<file path="src/rtl/alu_4b.sv">
// alu_4b: handshake-driven 8-bit ALU with an 8-cycle shift-add multiplier and held result
module alu_4b (
   input  logic        clk,
   input  logic        rst_n,
   input  logic [3:0]  op,
   input  logic [3:0]  a1,
   input  logic [3:0]  a2,
   input  logic [3:0]  b1,
   input  logic [3:0]  b2,
   input  logic        rx_valid,
   output logic        alu_ready,
   output logic [15:0] result,
   output logic        err,
   output logic        zero,
   output logic        alu_valid,
   input  logic        tx_ready
);
   typedef enum logic [1:0] {IDLE, EXEC, MUL, DONE} state_t;
   state_t      state;
   logic [3:0]  op_r;
   logic [15:0] mcand;
   logic [7:0]  mplier;
   logic [15:0] acc;
   logic [2:0]  cnt;
   logic [7:0]  a_r;
   logic [15:0] alu_res;
   logic        alu_err;
   logic [15:0] mul_sum;
   assign a_r = mcand[7:0];
   // single-cycle datapath on the latched operands; mcand/mplier double as A/B outside MUL
   always_comb begin
      alu_res = '0;
      alu_err = 1'b0;
      mul_sum = acc + (mplier[0] ? mcand : 16'h0000);
      case (op_r)
         4'h0: alu_res = {8'h00, a_r} + {8'h00, mplier};
         4'h1: alu_res = {8'h00, a_r} - {8'h00, mplier};
         4'h3: alu_res = {8'h00, a_r & mplier};
         4'h4: alu_res = {8'h00, a_r | mplier};
         4'h5: alu_res = {8'h00, a_r ^ mplier};
         4'h6: alu_res = {8'h00, a_r} << mplier[2:0];
         4'h7: alu_res = {8'h00, a_r >> mplier[2:0]};
         4'h8: alu_res = {14'b0, a_r > mplier, a_r == mplier};
         4'h2: alu_res = '0;
         default: alu_err = 1'b1;
      endcase
   end
   // control FSM with registered handshake outputs and result hold
   always_ff @(posedge clk) begin
      if (!rst_n) begin
         state     <= IDLE;
         alu_ready <= 1'b1;
         alu_valid <= 1'b0;
         result    <= '0;
         err       <= 1'b0;
         zero      <= 1'b0;
      end else begin
         case (state)
            IDLE: if (rx_valid) begin
               op_r      <= op;
               mcand     <= {8'h00, a1, a2};
               mplier    <= {b1, b2};
               acc       <= '0;
               cnt       <= '0;
               alu_ready <= 1'b0;
               state     <= (op == 4'h2) ? MUL : EXEC;
            end
            EXEC: begin
               result    <= alu_res;
               err       <= alu_err;
               zero      <= (alu_res == 16'h0000);
               alu_valid <= 1'b1;
               state     <= DONE;
            end
            MUL: begin
               acc    <= mul_sum;
               mcand  <= mcand << 1;
               mplier <= mplier >> 1;
               cnt    <= cnt + 3'd1;
               if (cnt == 3'd7) begin
                  result    <= mul_sum;
                  err       <= 1'b0;
                  zero      <= (mul_sum == 16'h0000);
                  alu_valid <= 1'b1;
                  state     <= DONE;
               end
            end
            DONE: if (tx_ready) begin
               alu_valid <= 1'b0;
               alu_ready <= 1'b1;
               state     <= IDLE;
            end
         endcase
      end
   end
endmodule
</file>
<file path="config.mk">
export PLATFORM = sky130hd
export DESIGN_NAME = alu_4b
export DESIGN_NICKNAME = d
export VERILOG_FILES = /design/src/rtl/alu_4b.sv
export SDC_FILE = /design/constraint.sdc
export NUM_CORES = 1
export LEC_CHECK = 0
export BUFFER_PORTS_ARGS = -buffer_cell sky130_fd_sc_hd__buf_2
export CAP_MARGIN = 20
export CORE_MARGIN = 2
export CORE_UTILIZATION = 63
export CTS_CLUSTER_DIAMETER = 40
export DETAILED_ROUTE_END_ITERATION = 10
export MAX_ROUTING_LAYER = met4
export PLACE_DENSITY = 0.8
export REMOVE_ABC_BUFFERS = 1
export SYNTH_ARGS = -nofsm -noshare
export SYNTH_HDL_FRONTEND = slang
export SYNTH_SLANG_ARGS = --single-unit
</file>
<file path="constraint.sdc">
create_clock -name clk -period 9.5 [get_ports clk]
set_clock_uncertainty 0.05 [all_clocks]
set_input_delay 1.425 -clock clk [delete_from_list [all_inputs] [get_ports clk]]
set_output_delay 1.425 -clock clk [all_outputs]
set_load 0.005 [all_outputs]
</file>
# == Yosys cells after proc, flatten, opt, wreduce, memory -nomap -nowiden ==
# Cells that the tools add are included.
# Widths: inputs -> output; s select.
# op_classes
n_reduce_logical,15
shifts,2
n_lt_le_gt_ge,1
n_eq_ne,17
bitwise,3
muxes,28
addsub,4
# ops
op,n
$pmux 16 s8,1
$pmux 16 s2,3
$mux 16,4
$logic_not 16->1,2
$add 16x16->16,1
$eq 4x3->1 const B,4
$pmux 8 s2,1
$shl 8x3->16,1
$reduce_and 3->1,5
$eq 4x2->1 const B,3
$add 8x8->9,1
$reduce_or 9->1,1
$sub 8x8->9,1
$and 8x8->8,1
$eq 8x8->1,1
$gt 8x8->1,1
$mux 2,4
$mux 8,1
$or 8x8->8,1
$pmux 2 s4,1
$shr 8x3->8,1
$xor 8x8->8,1
$mux 1,7
$ne 2x2->1 const B,3
15 further kinds,20
# word_totals
ff_bits,69
input_bits,24

# == Logic depth before layout (Yosys ltp) ==
# Gate-level depths: netlist of the first run.
# logic_depth
ltp_word,5
depth_mapped,14
depth_no_buf,12

# == Worst setup path before layout of the first run ==
# No wires, ideal clock.
# synth_timing
kind,input-to-reg
startpoint,in rst_n
endpoint,"reg acc[0], enable pin"
n_path_buf,1
setup_slack_ns,6.321
stages,2
t_arrival_ns,2.724
path_cell_list,clkbuf_1 > and2_1
# synth_between
elab_chain_len,1
# synth_lines
item,line,text
"start, declared",4,"input logic rst_n,"
$reduce_and 3->1 (no line),--,
"end signal, assigned",76,acc <= mul_sum;
"end, declared",23,logic [15:0] acc;
# No other way between the ends.
# A chain may end at the register's enable or synchronous reset.

# == Worst setup path after layout of the first run ==
# layout_timing
startpoint,reg mplier[0]
endpoint,reg zero
# layout_between
elab_chain_len,5
elab_cells_between_ends,16
classes_between,add/sub (3); order compare (1); eq/ne (1); shift (2); mux (4); bitwise (3); reduce/logical (2)
# layout_lines
item,line,text
"start, declared",22,logic [7:0] mplier;
"start signal, assigned",62,"mplier <= {b1, b2};"
"start signal, assigned",78,mplier <= mplier >> 1;
$mux 16,34,mul_sum = acc + (mplier[0] ? mcand : 16'h0000);
$add 16x16->16,34,
$logic_not 16->1,83,zero <= (mul_sum == 16'h0000);
$mux 1,80,if (cnt == 3'd7) begin
$pmux 1 s2 (*),58,case (state)
"end signal, assigned",71,zero <= (alu_res == 16'h0000);
"end signal, assigned",83,
"end, declared",14,"output logic zero,"
# Mark *: on every way between the ends. The rest lies on a longest branch, timed or not. The select of a mux whose other input is x is not followed.

==> results.py, run 1 <==
metrics = {
    "outcome": {
        "status": "finished clean",
    },
    "finish": {
        "final_common_cell": "nor2_1",
        "syn2layout_area_growth_pct": 7.26,
        "layout_common_cells": "nor2_1, a21oi_1, ha_1, edfxtp_1, buf_2",
        "num_antenna_cells": 0,
        "drive_gt1_share_pct": 15.2,
        "fillerInstances": 736,
        "fin_nets": 751,
    },
    "synthesis": {
        "synth_top_area_share_pct": 24.2,
        "synth_top_area_cell": "edfxtp_1",
        "syn_area_mm2": 0.00584,
        "async_flop_share_pct": 0,
        "syn_avg_cell_area_um2": 8.91,
        "synth.ff_latch_count": 69,
        "synth_cells": 656,
        "synth_warnings": 0,
        "ys_types": 88,
        "synth_top_flop_cell": "edfxtp_1",
        "synthTopCellsByArea": "edfxtp_1, ha_1, dfxtp_1",
        "seq_area_frac_synth_pct": 31.7,
        "synth-edff-count": 47,
    },
    "critical_path": {
        "cp_common_cell": "ha_1",
        "worstSetupPathType": "reg -> reg",
        "cp_cell_sequence": "buf_4 -> ha_1 -> ha_1 -> inv_1 -> fa_1 -> nor2b_4 -> o211ai_1 -> a211o_1 -> a311o_1 -> xor2_1 -> and4bb_1 -> nand4_1 -> o41ai_2",
        "reg2reg_to": "zero",
        "cp.arrival_ns": 4.04,
        "setup.worst_path.start_class": "flip-flop",
        "end_kind": "flip-flop",
        "crit_path_start": "mplier[0]",
        "path_max_fanout": 31,
        "cp.required_ns": 9.70,
        "r2r-start": "mplier[0]",
        "slowest_delay_ns": 0.43,
        "cp-endpoint": "zero",
        "ff2ff_path_depth": 13,
        "reg2reg_slack_ns": 5.67,
        "cpMaxStageDelayCell": "fa_1",
    },
    "placement": {
        "globalplace.congestion": 0.995,
        "io_buffers": 43,
        "place_hpwl_um": 11800,
    },
    "drt": {
        "routed_wl_um": 16100,
        "drtIter0Drc": 441,
        "route.detailed.drc": 0,
        "vias": 5243,
        "drt_first_pass_iters": 6,
        "ant_nets": 0,
        "wire_per_inst_um": 20.3,
        "viasPerCell": 6.61,
    },
    "floorplanning": {
        "pin_count": 44,
        "start_util_pct": 64.1,
        "rows": 35,
        "fp.coreArea_mm2": 0.00911,
        "die_area_mm2": 0.0101,
        "die_h_um": 100,
        "die_w_um": 100,
    },
    "power_and_ir_drop": {
        "p_leak_nw": 2.55,
        "power_density_mw_per_mm2": 261,
        "comb_power_share_pct": 54.1,
        "cellInternalPower_mw": 0.888,
        "power_switching_share_pct": 45.7,
        "total_power_mw": 1.64,
        "ir_drop_mv": 0.192,
        "pwr-share-seq_pct": 30.1,
        "p_sw_mw": 0.748,
        "clkPwrFrac_pct": 15.8,
    },
    "sta": {
        "setup_violations": 0,
        "period_needed_ns": 3.83,
        "rsz0062_at_grt": "false",
        "fin_crit_sh_pct": 40.4,
        "slew_headroom_pct": 31.5,
        "fmax_ghz": 0.261,
        "setup_tns_ns": 0,
        "tightest_slew_ns": 1.03,
        "hold_viol": 0,
        "drv_slew": 0,
    },
    "clock_tree": {
        "ctsResizeCount": 0,
        "ctsHoldBuffers": 0,
        "htreeDepth": 3,
        "postCtsSetupBuffers": 0,
        "clockBufferDepth": 2,
        "cts.sinks": 69,
        "clkLatencyLatePin_ns": 0.36,
        "cts_tree": "done",
        "cts_root_buffer": "clkbuf_8",
        "cts.reportedPaths.clkPinSlew_ns": 0.08,
        "numCtsBuffers": 9,
    },
    "global_routing": {
        "grt_max_degree": 44,
        "grt_pass1_wl_um": 25400,
        "grt_pass1_vias": 5004,
        "grt_antenna_before_repair": 0,
        "grt-ovfl-total": 0,
        "grt_usage_pct": 33.4,
    },
    "hold_path": {
        "hp-class": "reg -> reg",
    },
    "flow_run": {
        "drv_cap": 0,
    },
}
==> critical path, delay by kind of cell, from the launching register on <==
| family | cells | cell delay (ns) |
|---|---|---|
| flops | 1 | 0.33 |
| simple gates | 3 | 0.55 |
| compound gates | 4 | 1.09 |
| fa+ha+maj | 3 | 1.01 |
| buf+inv | 2 | 0.38 |
| xor+xnor | 1 | 0.32 |
==> Yosys cell counts (6+ instances only) <==
master      n
inv_1      37
dfxtp_1    22
and3_1      8
o21a_1      6
xor2_1      8
mux2_2     20
mux2i_1    11
ha_1       47
clkbuf_1   23
nand3_1    14
nor3_1     15
xnor2_1     7
nand4_1     7
buf_2      13
a21oi_1    51
o31ai_1     6
nor2b_1    17
o21ai_0    38
a211oi_1    6
o2111ai_1   6
and2_1     29
nand2_1    39
nand2b_1   12
nor2_1     54
o211ai_1    8
edfxtp_1   47
==> cells by family after synthesis <==
logic type / after synthesis / share of synthesized area, %
xor+xnor: 15 / 2.25
mux: 36 / 7.09
fa+ha+maj: 50 / 11.1
flops: 69 / 31.7
simple gates: 231 / 21.6
buf+inv: 75 / 5.25
compound gates: 180 / 21.0
==> flip-flops by register name, indices dropped and copies added, names as in the netlist <==
| name | cells |
|---|---|
| mplier | 8 |
| zero | 1 |
| acc | 16 |
| mcand | 16 |
| result | 16 |
| alu_ready | 1 |
| cnt | 3 |
| alu_valid | 1 |
| state | 2 |
| err | 1 |
| op_r | 4 |
==> stage by stage <==
step | setup WS (ns) | area, um^2 | util (%) | cells | hold slack (ns)
2_1_floorplan | 5.98 | 5670 | - | 618 | 0.397
3_3_place_gp | 5.84 | 6070 | 66.6 | 777 | 0.390
3_5_place_dp | 5.76 | 6070 | 66.6 | 777 | 0.396
4_1_cts | 5.73 | 6270 | 68.8 | 793 | 0.408
5_1_grt | 5.43 | 6270 | 68.8 | 793 | 0.432
6_report | 5.67 | 6270 | 68.8 | 793 | 0.405
==> routing by layer <==
metal  up-vias  GRT usage (%)  wire, um
li1       2453              -         -
met5         -              -         0
met3        47           5.43      1310
met2       276           54.5      7570
met1      2467           42.8      6800
met4         0           10.0       423
==> power by group through the flow <==
| stage | Sequential, mW | Combinational, mW | Clock, mW |
|---|---|---|---|
| finish | 0.493 | 0.885 | 0.259 |
| global route | 0.500 | 0.969 | 0.270 |
| CTS | 0.490 | 0.870 | 0.258 |
| detailed placement | 0.497 | 0.866 | 0 |
| global placement | 0.492 | 0.851 | 0 |
| floorplan | 0.480 | 0.618 | 0 |
==> worst min path at each step <==
| stage | from | endpoint | cells past startpoint |
|---|---|---|---|
| finish | result[9] | result[9] | 2 |
| global route | result[13] | result[13] | 2 |
| CTS | result[9] | result[9] | 2 |
| detailed placement | result[9] | result[9] | 2 |
| global placement | result[14] | result[14] | 2 |
| floorplan | result[9] | result[9] | 2 |
==> layout make-up <==
class,count,area [um^2],area share [%]
Tap cell,111,139,2.22
Inverter,37,139,2.22
Sequential cell,69,1850,29.6
Timing Repair Buffer,48,253,4.03
Clock buffer,11,141,2.26
Clock inverter,5,57.6,0.919
Multi-Input combinational cell,512,3680,58.8
No activity file was read; power rests on OpenSTA's default activity.
==> inputs of run 2 (changes only) <==
--- a/config.mk
+++ b/config.mk
@@ -5,14 +5,15 @@
 export SDC_FILE = /design/constraint.sdc
 export NUM_CORES = 1
 export LEC_CHECK = 0
+export ABC_AREA = 1
 export BUFFER_PORTS_ARGS = -buffer_cell sky130_fd_sc_hd__buf_2
 export CAP_MARGIN = 20
 export CORE_MARGIN = 2
-export CORE_UTILIZATION = 63
+export CORE_UTILIZATION = 62
 export CTS_CLUSTER_DIAMETER = 40
 export DETAILED_ROUTE_END_ITERATION = 10
 export MAX_ROUTING_LAYER = met4
-export PLACE_DENSITY = 0.8
+export PLACE_DENSITY = 0.79
 export REMOVE_ABC_BUFFERS = 1
 export SYNTH_ARGS = -nofsm -noshare
 export SYNTH_HDL_FRONTEND = slang
==> constraint.sdc (replaced) <==
create_clock -name clk -period 3.77 [get_ports clk]
set_clock_uncertainty 0.05 [all_clocks]
set_input_delay 0.5655 -clock clk [delete_from_list [all_inputs] [get_ports clk]]
set_output_delay 0.5655 -clock clk [all_outputs]
set_load 0.005 [all_outputs]
==> results.py, run 2 <==
metrics = {
    "finish": {
        "multi_input_area_mm2": 0.00346,
        "fillerInstances": 829,
        "fin_cells": 1081,
        "drive_gt1_share_pct": 9.35,
        "layout_common_cells": "nand2_1, inv_1, nor2_1, nand3_1",
        "final_common_cell": "nand2_1",
        "syn2layout_area_growth_pct": 8.35,
        "seq_area_mm2": 0.00185,
        "num_antenna_cells": 0,
        "fin_nets": 1021,
        "largest_registers": "acc x16, mcand x16, result x16",
    },
    "power_and_ir_drop": {
        "clkPwrFrac_pct": 15.4,
        "total_power_mw": 3.98,
        "power_switching_share_pct": 50.2,
        "ir_drop_mv": 0.497,
        "p_sw_mw": 2.00,
        "pwr-share-seq_pct": 30.0,
        "cellInternalPower_mw": 1.98,
        "comb_power_share_pct": 54.6,
        "power_density_mw_per_mm2": 618,
        "p_leak_nw": 3.44,
    },
    "synthesis": {
        "synth_cells": 910,
        "syn_area_mm2": 0.00595,
        "synth_top_flop_cell": "edfxtp_1",
        "synth_top_area_share_pct": 23.7,
        "ys_types": 37,
        "synth-edff-count": 47,
        "syn_avg_cell_area_um2": 6.54,
        "synth.ff_latch_count": 69,
        "synth_commonest_cells": "nand2_1, inv_1, nor2_1, nand3_1",
        "async_flop_share_pct": 0,
        "seq_area_frac_synth_pct": 31.1,
        "synth_top_area_cell": "edfxtp_1",
        "synth_most_common_cell": "nand2_1",
        "synth_warnings": 0,
        "synthTopCellsByArea": "edfxtp_1, nand2_1, ha_1",
    },
    "global_routing": {
        "grt-ovfl-total": 0,
        "grt_antenna_before_repair": 0,
        "grt_pass1_vias": 5640,
        "grt_pass1_wl_um": 27600,
        "grt_max_degree": 57,
        "grt_usage_pct": 35.3,
    },
    "sta": {
        "period_needed_ns": 3.01,
        "drv_slew": 0,
        "hold_ws_ns": 0.338,
        "hold_viol": 0,
        "rsz0062_at_grt": "false",
        "fin_crit_sh_pct": 80.0,
        "slew_headroom_pct": 49.2,
        "fmax_ghz": 0.332,
        "setup_tns_ns": 0,
        "tightest_slew_ns": 0.761,
        "setup_violations": 0,
    },
    "drt": {
        "viasPerCell": 5.58,
        "routed_wl_um": 17100,
        "route.detailed.drc": 0,
        "ant_nets": 0,
        "wire_per_inst_um": 15.8,
        "drtIter0Drc": 491,
        "drt_first_pass_iters": 6,
        "vias": 6031,
    },
    "clock_tree": {
        "numCtsBuffers": 9,
        "ctsResizeCount": 0,
        "ctsHoldBuffers": 0,
        "clkLatencyLatePin_ns": 0.37,
        "cts.reportedPaths.clkPinSlew_ns": 0.09,
        "clockBufferDepth": 2,
        "cts.sinks": 69,
        "htreeDepth": 3,
        "cts_root_buffer": "clkbuf_8",
        "cts_tree": "done",
        "postCtsSetupBuffers": 0,
    },
    "critical_path": {
        "reg2reg_slack_ns": 0.76,
        "cp.required_ns": 4.03,
        "reg2reg_to": "zero",
        "worstSetupPathType": "reg -> reg",
        "cp-endpoint": "zero",
        "r2r-start": "mcand[0]",
        "cp.arrival_ns": 3.27,
        "path_max_fanout": 5,
        "ff2ff_path_depth": 17,
        "setup.worst_path.start_class": "flip-flop",
        "end_kind": "flip-flop",
        "crit_path_start": "mcand[0]",
    },
    "placement": {
        "dp.cells": 1065,
        "io_buffers": 43,
        "place_hpwl_um": 13300,
        "globalplace.congestion": 0.966,
    },
    "floorplanning": {
        "die_h_um": 102,
        "die_area_mm2": 0.0104,
        "rows": 35,
        "start_util_pct": 64.1,
        "pin_count": 44,
        "fp.coreArea_mm2": 0.00928,
        "die_w_um": 102,
    },
    "hold_path": {
        "hold_path_depth": 1,
        "hp-class": "in -> reg",
    },
    "outcome": {
        "status": "finished clean",
    },
    "flow_run": {
        "drv_cap": 0,
    },
}
-- run 2: cell types whose count changed in the layout (fill, tap and decap cells not counted), moves of 8 or more --
cell,before,now
nor2_1,54,108
o211ai_1,8,0
nand2_1,39,274
and2_1,28,3
nor2b_1,17,0
nor3_1,15,5
mux2_2,20,0
a21oi_1,51,33
inv_1,37,137
nand2b_1,12,0
nand3_1,14,101
mux2i_1,11,0
-- run 2: how the worst min path moves through the flow --
stage | start | endpoint | slack, ns
finish | op[1] | op_r[1] | 0.34
global route | op[1] | op_r[1] | 0.33
CTS | op[1] | op_r[1] | 0.34
detailed placement | alu_valid | alu_valid | 0.39
global placement | alu_valid | alu_valid | 0.38
floorplan | alu_valid | alu_valid | 0.39
-- run 2: layout make-up --
cell class | count | share of cell area (%)
clock buffers | 9 | 1.92
clock inverters | 7 | 0.970
inverters | 142 | 8.27
multi-input cells | 677 | 53.7
flip-flops and latches | 69 | 28.7
well taps | 129 | 2.50
repair buffers | 48 | 3.92
-- run 2: metal layers --
metal	vias to the layer above	wire, um	GRT usage, %
met5	-	0	-
met4	0	352	8.31
met3	31	1470	5.06
met2	273	7790	56.3
met1	2736	7480	47.9
li1	2991	-	-
-- run 2: critical path, cell delays in order, from the launching register on --
cell      delay (ns)
edfxtp_1        0.44
ha_1            0.33
ha_1            0.28
inv_1           0.07
fa_1            0.41
inv_1           0.10
nand3_1         0.10
nand2_1         0.16
nand2_1         0.08
nand2_1         0.08
nand2_1         0.05
nand2_1         0.08
nand2_1         0.06
nor3_1          0.24
nand4_1         0.19
nand3_1         0.12
nand2_1         0.06
inv_1           0.05
-- run 2: power by group through the flow --
stage	logic, mW	clock network (mW)	registers [mW]
3_5_place_dp	2.12	0	1.21
2_1_floorplan	1.51	0	1.18
5_1_grt	2.46	0.642	1.21
3_3_place_gp	2.08	0	1.20
6_report	2.17	0.615	1.19
4_1_cts	2.14	0.615	1.19
-- run 2: through the flow --
step	util, %	worst slack, ns	cell area (um^2)
finish	69.4	0.756	6450
CTS	69.4	0.796	6450
global placement	67.4	0.874	6260
floorplan	-	0.188	5830
global route	69.4	0.443	6450
detailed placement	67.4	0.831	6260
-- run 2: cells by family after synthesis --
group	share of synthesized area (%)
XOR/XNOR	0.442
AO/OA/AOI/OAI	8.43
AND/OR/NAND/NOR	38.2
buffers and inverters	10.9
adder cells (fa/ha/maj)	10.9
flip-flops	31.1
